--- src/rtl/if_fetch_unit.sv ---
// ============================================================================
// if_fetch_unit
// ----------------------------------------------------------------------------
// Instruction-fetch stage feeding the decoder. Owns the PC, issues one fetch
// at a time to instruction memory over a req/gnt/rvalid handshake, and drives
// a registered pc/inst/valid triple to the decode stage. A downstream stall
// parks a returning instruction in a one-entry hold buffer. A flush redirects
// the PC and discards whatever fetch is still outstanding.
//
// Ports
//   clk            in   1   clock, all state on rising edge
//   Rst_n          in   1   asynchronous active-low reset
//   imem_req_o     out  1   fetch request, held until imem_gnt_i
//   imem_addr_o    out  32  fetch address (current PC)
//   imem_gnt_i     in   1   request accepted this cycle
//   imem_rvalid_i  in   1   read data valid, one per grant
//   imem_rdata_i   in   32  instruction word
//   stall_i        in   1   decode cannot accept; hold outputs
//   flush_i        in   1   redirect; discard in-flight fetch
//   flush_pc_i     in   32  redirect target (low two bits ignored)
//   pc_o           out  32  PC of inst_o
//   inst_o         out  32  instruction to decode (32'h0 = bubble)
//   inst_valid_o   out  1   inst_o holds a real fetched instruction
// ============================================================================
module if_fetch_unit #(
   parameter logic [31:0] RESET_PC = 32'h0000_0000
) (
   input  logic        clk,
   input  logic        Rst_n,
   output logic        imem_req_o,
   output logic [31:0] imem_addr_o,
   input  logic        imem_gnt_i,
   input  logic        imem_rvalid_i,
   input  logic [31:0] imem_rdata_i,
   input  logic        stall_i,
   input  logic        flush_i,
   input  logic [31:0] flush_pc_i,
   output logic [31:0] pc_o,
   output logic [31:0] inst_o,
   output logic        inst_valid_o
);

   typedef enum logic [2:0] {
      IDLE = 3'd0,
      REQ  = 3'd1,
      WAIT = 3'd2,
      HOLD = 3'd3,
      DROP = 3'd4
   } state_t;

   state_t      state_q,    state_d;
   logic [31:0] pc_q,       pc_d;
   logic [31:0] buf_pc_q,   buf_pc_d;
   logic [31:0] buf_inst_q, buf_inst_d;
   logic [31:0] out_pc_q,   out_pc_d;
   logic [31:0] out_inst_q, out_inst_d;
   logic        out_vld_q,  out_vld_d;

   // Word-aligned successor address; wraps silently at the top of memory.
   function automatic logic [31:0] next_pc(input logic [31:0] pc);
      return pc + 32'd4;
   endfunction

   // Next-state, PC, hold buffer and output register computation.
   always_comb begin
      state_d    = state_q;
      pc_d       = pc_q;
      buf_pc_d   = buf_pc_q;
      buf_inst_d = buf_inst_q;
      // With nothing new to present: keep outputs under stall, else bubble.
      out_pc_d   = out_pc_q;
      if (stall_i) begin
         out_inst_d = out_inst_q;
         out_vld_d  = out_vld_q;
      end else begin
         out_inst_d = 32'h0000_0000;
         out_vld_d  = 1'b0;
      end

      case (state_q)
         IDLE: begin
            state_d = REQ;
         end
         REQ: begin
            if (imem_gnt_i) begin
               state_d = WAIT;
            end else begin
               state_d = REQ;
            end
         end
         WAIT: begin
            if (imem_rvalid_i) begin
               pc_d = next_pc(pc_q);
               if (stall_i) begin
                  buf_pc_d   = pc_q;
                  buf_inst_d = imem_rdata_i;
                  state_d    = HOLD;
               end else begin
                  out_pc_d   = pc_q;
                  out_inst_d = imem_rdata_i;
                  out_vld_d  = 1'b1;
                  state_d    = REQ;
               end
            end else begin
               state_d = WAIT;
            end
         end
         HOLD: begin
            if (!stall_i) begin
               out_pc_d   = buf_pc_q;
               out_inst_d = buf_inst_q;
               out_vld_d  = 1'b1;
               state_d    = REQ;
            end else begin
               state_d = HOLD;
            end
         end
         DROP: begin
            // The stale response is consumed here and never reaches decode.
            if (imem_rvalid_i) begin
               state_d = REQ;
            end else begin
               state_d = DROP;
            end
         end
         default: begin
            state_d = IDLE;
         end
      endcase

      // Redirect overrides everything above. A fetch that has been granted
      // but whose data has not yet returned must be drained in DROP.
      if (flush_i) begin
         pc_d       = {flush_pc_i[31:2], 2'b00};
         buf_pc_d   = 32'h0000_0000;
         buf_inst_d = 32'h0000_0000;
         out_pc_d   = out_pc_q;
         out_inst_d = 32'h0000_0000;
         out_vld_d  = 1'b0;
         if (((state_q == REQ) && imem_gnt_i) ||
             (((state_q == WAIT) || (state_q == DROP)) && !imem_rvalid_i)) begin
            state_d = DROP;
         end else begin
            state_d = REQ;
         end
      end else begin
         state_d = state_d;
      end
   end

   // State, PC, hold buffer and output register flops.
   always_ff @(posedge clk or negedge Rst_n) begin
      if (!Rst_n) begin
         state_q    <= IDLE;
         pc_q       <= RESET_PC;
         buf_pc_q   <= 32'h0000_0000;
         buf_inst_q <= 32'h0000_0000;
         out_pc_q   <= 32'h0000_0000;
         out_inst_q <= 32'h0000_0000;
         out_vld_q  <= 1'b0;
      end else begin
         state_q    <= state_d;
         pc_q       <= pc_d;
         buf_pc_q   <= buf_pc_d;
         buf_inst_q <= buf_inst_d;
         out_pc_q   <= out_pc_d;
         out_inst_q <= out_inst_d;
         out_vld_q  <= out_vld_d;
      end
   end

   assign imem_req_o   = (state_q == REQ);
   assign imem_addr_o  = pc_q;
   assign pc_o         = out_pc_q;
   assign inst_o       = out_inst_q;
   assign inst_valid_o = out_vld_q;

endmodule

--- config.mk ---
export PLATFORM = sky130hd
export DESIGN_NAME = if_fetch_unit
export DESIGN_NICKNAME = d
export VERILOG_FILES = /design/src/rtl/if_fetch_unit.sv
export SDC_FILE = /design/constraint.sdc
export NUM_CORES = 1
export LEC_CHECK = 0
export ABC_AREA = 1
export CAP_MARGIN = 20
export CORE_MARGIN = 2
export CORE_UTILIZATION = 55
export CTS_BUF_LIST = sky130_fd_sc_hd__clkbuf_4
export CTS_CLUSTER_SIZE = 10
export DETAILED_ROUTE_END_ITERATION = 8
export HOLD_SLACK_MARGIN = 0.12
export PLACE_DENSITY_LB_ADDON = 0.15
export SLEW_MARGIN = 10
export SYNTH_ARGS = -nofsm -noshare
export SYNTH_HDL_FRONTEND = slang
export SYNTH_SLANG_ARGS = --single-unit
--- constraint.sdc ---
create_clock -name clk -period 3.2 [get_ports clk]
set_input_delay 0.96 -clock clk [delete_from_list [all_inputs] [get_ports clk]]
set_output_delay 0.96 -clock clk [all_outputs]
set_load 0.05 [all_outputs]
==> results of run 1 <==
-- per-layer routing --
layer	part of all wire	GRT usage	up-vias	routed length [µm]
met5	0	0	-	0
met2	0.49	0.4415	233	10040
met4	0.021	0.1013	0	442
li1	-	-	3687	-
met1	0.43	0.3529	3455	8873
met3	0.062	0.05691	34	1283
-- metrics by stage --
| step | util | hold slack, ns |
|---|---|---|
| 2_1_floorplan | - | 0.4370 |
| 3_3_place_gp | 0.6754 | 0.4521 |
| 3_5_place_dp | 0.6754 | 0.4584 |
| 4_1_cts | 0.6965 | 0.3275 |
| 5_1_grt | 0.6967 | 0.3510 |
| 6_report | 0.6967 | 0.3326 |
-- synthesized netlist by cell type (all sizes together) --
| cell type | instances |
|---|---|
| xor2 | 1 |
| nor4 | 1 |
| a31oi | 3 |
| conb | 1 |
| nor3 | 4 |
| nand2 | 322 |
| o21ai | 110 |
| a21oi | 49 |
| o22ai | 32 |
| o31ai | 3 |
| nor3b | 1 |
| nor2 | 124 |
| mux2i | 1 |
| inv | 75 |
| or2 | 4 |
| clkbuf | 22 |
| dfrtp | 160 |
| o21a | 28 |
| ha | 1 |
| buf | 43 |
| a2bb2oi | 1 |
| nand3 | 55 |
| nand4 | 6 |
| a22oi | 2 |
| o221ai | 1 |
| o211ai | 2 |
-- power groups by stage --
stage | sequential, W | combinational [W] | clock, W
5_1_grt | 0.00294 | 0.00341 | 0.00142
6_report | 0.00287 | 0.00318 | 0.00132
3_3_place_gp | 0.00289 | 0.00314 | 0
3_5_place_dp | 0.00291 | 0.00319 | 0
4_1_cts | 0.00287 | 0.00320 | 0.00135
2_1_floorplan | 0.00392 | 0.00110 | 0
-- worst max-delay path by stage --
stage,from,to
2_1_floorplan,stall_i,pc_o[11]
3_3_place_gp,imem_rvalid_i,buf_pc_q[31]
3_5_place_dp,imem_rvalid_i,buf_pc_q[9]
4_1_cts,state_q[1],imem_req_o
5_1_grt,state_q[1],imem_req_o
6_report,state_q[1],imem_req_o
-- flip-flops by register name, indices dropped and copies added, names as in the netlist --
register      count
inst_o           32
pc_o             31
inst_valid_o      1
buf_inst_q       32
buf_pc_q         31
state_q           3
imem_addr_o      30
-- cell families (layout without fill, tap and decap cells) --
kind of cell / count (synthesis) / after routing / share of synthesized area
XOR/XNOR: 1 / 1 / 0.001082
AND/OR/NAND/NOR: 517 / 517 / 0.2648
other: 1 / 3 / 0.0004632
buffers and inverters: 140 / 283 / 0.07589
flip-flops: 160 / 160 / 0.4946
multiplexers: 1 / 1 / 0.001237
AO/OA/AOI/OAI: 231 / 231 / 0.1604
adder cells (fa/ha/maj): 1 / 1 / 0.001545
-- worst max-delay path, cell delays in order (launching register included) --
cell	delay, ns
dfrtp_1	0.43
inv_2	0.11
nand3_1	0.08
inv_1	0.07
clkdlybuf4s50_1	0.83
-- final cells by class --
cell class | count | area (µm²) | area share
Antenna cell | 1 | 2.502 | 0.0002481
Clock buffer | 18 | 135.1 | 0.01340
Clock inverter | 13 | 170.2 | 0.01687
Inverter | 75 | 289.0 | 0.02865
Multi-Input combinational cell | 753 | 3483 | 0.3453
Sequential cell | 160 | 4004 | 0.3969
Tap cell | 184 | 230.2 | 0.02282
Timing Repair Buffer | 177 | 1773 | 0.1758
==> reports/qor.txt, run 1 <==
routed wire length = 20.63 mm
CP required = 2.24 ns
area share of the largest cell type after synthesis = 0.4946
layout cell share with drive strength beyond 1 = 0.05853
WL/cell = 14.94 µm
crit share post-route = 0.9487
Area Overhead vs Synth = 24.61%
clk slew on worst S/H paths = 0.13 ns
Pre-antenna DRT Iters = 4
leakage power = 4.423 nW
vias in the first global route = 6972
Core Area = 14480 µm²
Crit. End Element = primary output
Fill cells = 1249
Reg2Reg Setup Slack = 1.39 ns
setup TNS = 0 ns
largest net degree at the start of global routing = 80
first-pass GRT wire length = 34.07 mm
Antenna Nets Post-Route = 0
Mapped Area = 8095 µm²
via/cell ratio = 5.365
#FFs+latches synth = 160
drt drc = 0
maxcap violations = 0
reg2reg start = imem_addr_o[2]
Port Buffers = 163
Internal Power = 0.004175 W
RSZ-0062 raised after global routing = no
Clk network pwr share = 0.179
RePlAce Congestion = 0.8464
Ys Warns = 0
CTS tree = yes
dpl cell area = 9779 µm²
placed insts = 1349
most common cell after layout, fill and taps aside = nand2_1
synth unique cells = 40
Synth Instances = 1052
crit path kind = reg2out
htree depth = 4
commonest non-fill, non-tap cells in the layout = nand2_1, clkdlybuf4s50_1, dfrtp_1
Synth area leader = dfrtp_1
status = finished clean
clock latency on the worst-skew pair = 0.58 ns
Slew @ Worst Pin = 0.7657 ns
critical path launch point type = register
final hold violations = 0
number of DRC markers in iteration 0 = 475
Hold Crit Class = in2async
initial core utilization = 0.5591
fin cells = 1381
CTS Sinks = 160
Reg power frac = 0.389
Cell Rows = 44
die area = 15710 µm²
clock root buffer master = clkbuf_4
post-synthesis sequential area ratio = 0.4946
finished layout cell area = 10090 µm²
worst r2r dst = imem_addr_o[14]
initial antenna violation count = 1
worst slack, placed = 0.3559 ns
Die X = 125.3 µm
final setup violation count = 0
Die H = 125.3 µm
min cycle time layout = 3.036 ns
clock buffer depth = 2
CTS resizes = 0
HPWL after detailed placement = 13.33 mm
worst clock skew = 0.01709 ns
Combinational Power Share = 0.431
total number of vias = 7409
setup bufs post-CTS = 0
Max FO, Critical Path = 4
fmax = 329.4 MHz
sw power = 0.003198 W
Final nets = 1255
switch share = 0.4337
Global Route Usage Sum = 0.2686
Worst Reg-to-Reg Cells = 8
Pwr Density = 730.9 nW/µm²
VDD IR max = 0.2949 mV
final slew viol count = 0
Setup WS post-layout = 0.1642 ns
syn avg cell area = 7.695 µm²
ranking of synthesized cells by area = dfrtp_1, nand2_1, o21ai_0, nor2_1, nand3_1
cts bufs inserted = 17
Post-CTS Hold Fix Bufs = 0
worst rel slew slack = 0.4896
total grt overflow = 0
CP arrival = 2.08 ns
Total Power = 0.007373 W
Ports = 168
Power figures use the tool's default switching activity.
==> run 2, diff against run 1 <==
SLEW_MARGIN = unset   (was 10)
==> results of run 2 <==
Same layout as run 1: the final DEF is identical, and so are final timing and power.
==> run 3, diff against run 2 <==
CAP_MARGIN = 40   (was 20)
clock period = 3.5 ns   (was 3.2 ns; I/O delays follow)
==> run 3 against run 2 <==
Routed wire length down 1.8%; register-to-register slack better by 0.33 ns; count of clock-buffer cells in the layout unchanged; core utilization is 0.052 points higher; combinational power is 8.8% lower; first-iteration DRC count grew 33%; critical path depth unchanged; critical path type unchanged.
==> reports/qor.txt, run 3 (same netlist as run 1, synthesis figures left out) <==
Ports = 168 (unchanged)
worst clock skew = 0.02141 ns (+0.004323 ns)
Area Overhead vs Synth = 24.70% (about the same)
Pre-antenna DRT Iters = 5 (+1)
number of DRC markers in iteration 0 = 634 (+33%)
Die H = 125.3 µm (unchanged)
min cycle time layout = 3.116 ns
Slew @ Worst Pin = 0.7558 ns (-0.009889 ns)
Antenna Nets Post-Route = 0 (unchanged)
clock buffer depth = 2 (unchanged)
HPWL after detailed placement = 13.28 mm (-0.38%)
largest net degree at the start of global routing = 72 (-10%)
via/cell ratio = 5.339 (-0.48%)
Final nets = 1256 (+0.080%)
initial core utilization = 0.5591 (unchanged)
most common cell after layout, fill and taps aside = nand2_1
clock root buffer master = clkbuf_4
vias in the first global route = 6903 (-0.99%)
sw power = 0.002964 W (-7.3%)
Post-CTS Hold Fix Bufs = 0 (unchanged)
drt drc = 0 (unchanged)
Cell Rows = 44 (unchanged)
fin cells = 1383 (+0.14%)
CTS resizes = 0 (unchanged)
placed insts = 1350 (+0.074%)
dpl cell area = 9774 µm² (about the same)
total number of vias = 7384 (-0.34%)
Global Route Usage Sum = 0.2640 (-0.004589)
Internal Power = 0.003774 W (-9.6%)
initial antenna violation count = 1 (unchanged)
fmax = 320.9 MHz
total grt overflow = 0 (unchanged)
critical path launch point type = register
final setup violation count = 0 (unchanged)
Core Area = 14480 µm² (unchanged)
htree depth = 4 (unchanged)
Clk network pwr share = 0.181 (+0.002)
maxcap violations = 0 (unchanged)
leakage power = 4.431 nW (+0.18%)
worst rel slew slack = 0.4954 (+0.005859)
die area = 15710 µm² (unchanged)
Die X = 125.3 µm (unchanged)
CTS tree = yes
Max stage delay on crit path = 0.82 ns (about the same)
Port Buffers = 163 (unchanged)
CTS Sinks = 160 (unchanged)
final slew viol count = 0 (unchanged)
cts bufs inserted = 17 (unchanged)
RSZ-0062 raised after global routing = no
WL/cell = 14.66 µm (-1.9%)
Max FO, Critical Path = 4 (unchanged)
Pwr Density = 667.5 nW/µm² (-8.7%)
Crit-path slowest cell = clkdlybuf4s50_1
CP arrival = 2.07 ns (about the same)
crit path kind = reg2out
Combinational Power Share = 0.430 (about the same)
CP required = 2.45 ns (+0.21 ns)
CP Cell Sequence = inv_2, nand3_1, inv_1, clkdlybuf4s50_1
clk slew on worst S/H paths = 0.14 ns (about the same)
first-pass GRT wire length = 33.76 mm (-0.91%)
routed wire length = 20.27 mm (-1.8%)
Reg2Reg Setup Slack = 1.72 ns (+0.33 ns)
clock latency on the worst-skew pair = 0.56 ns (-0.02 ns)
Reg power frac = 0.389 (about the same)
RePlAce Congestion = 0.8499 (+0.41%)
Hold Crit Class = in2async
setup TNS = 0 ns (unchanged)
switch share = 0.4399 (+0.006205)
crit share post-route = 0.8903
VDD IR max = 0.3436 mV (+17%)
final hold violations = 0 (unchanged)
setup bufs post-CTS = 0 (unchanged)
commonest non-fill, non-tap cells in the layout = nand2_1, clkdlybuf4s50_1, dfrtp_1
finished layout cell area = 10090 µm² (about the same)
layout cell share with drive strength beyond 1 = 0.06344 (+0.004911)
status = finished clean
Crit. End Element = primary output
[run 3: layout make-up]
| cell class | instances | area [µm²] |
|---|---|---|
| clock inverter | 14 | 182.7 |
| clock buffer | 18 | 135.1 |
| tap | 184 | 230.2 |
| timing repair buffer | 178 | 1768 |
| multi-input combinational | 753 | 3483 |
| sequential | 160 | 4004 |
| antenna | 1 | 2.502 |
| inverter | 75 | 289.0 |
| fill | 1231 | 4384 |
[run 3: power by group through the flow]
stage               clock (W)  sequential [W]  combinational, W
floorplan                   0         0.00358           0.00100
global placement            0         0.00264           0.00287
detailed placement          0         0.00266           0.00291
CTS                   0.00125         0.00262           0.00292
global route          0.00133         0.00269           0.00311
finish                0.00122         0.00262           0.00290
[run 3: path summary, 6_finish.rpt]
| kind | from | to | cells after the start |
|---|---|---|---|
| max in group asynchronous | Rst_n | buf_inst_q[3] | 2 |
| max | state_q[1] | imem_req_o | 4 |
| max reg2reg | imem_addr_o[2] | imem_addr_o[14] | 8 |
| min | Rst_n | pc_o[2] | 1 |
| min reg2reg | buf_pc_q[19] | buf_pc_q[19] | 2 |
| min in group clk | buf_pc_q[19] | buf_pc_q[19] | 2 |
[run 3: stage by stage]
stage / worst slack [ns] / hold WS (ns) / util / total power [W]
2_1_floorplan: 1.382 / 0.4370 / - / 0.004588
3_3_place_gp: 0.6893 / 0.4558 / 0.6751 / 0.005515
3_5_place_dp: 0.6334 / 0.4629 / 0.6751 / 0.005566
4_1_cts: 0.3209 / 0.4723 / 0.6970 / 0.006784
5_1_grt: 0.2443 / 0.4679 / 0.6972 / 0.007128
6_report: 0.3839 / 0.4734 / 0.6972 / 0.006738
[run 3: per-layer routing]
layer	track usage	vias up	part of all wire
met2	0.4300	223	0.48
li1	-	3690	-
met1	0.3590	3450	0.45
met4	0.07582	0	0.012
met5	0	-	0
met3	0.05862	21	0.060
[run 3: worst max-delay path: cells and delay by family, from the launching register on]
kind                   cells  cell delay (ns)
flip-flops                 1             0.44
AND/OR/NAND/NOR            1             0.08
buffers and inverters      3             1.00
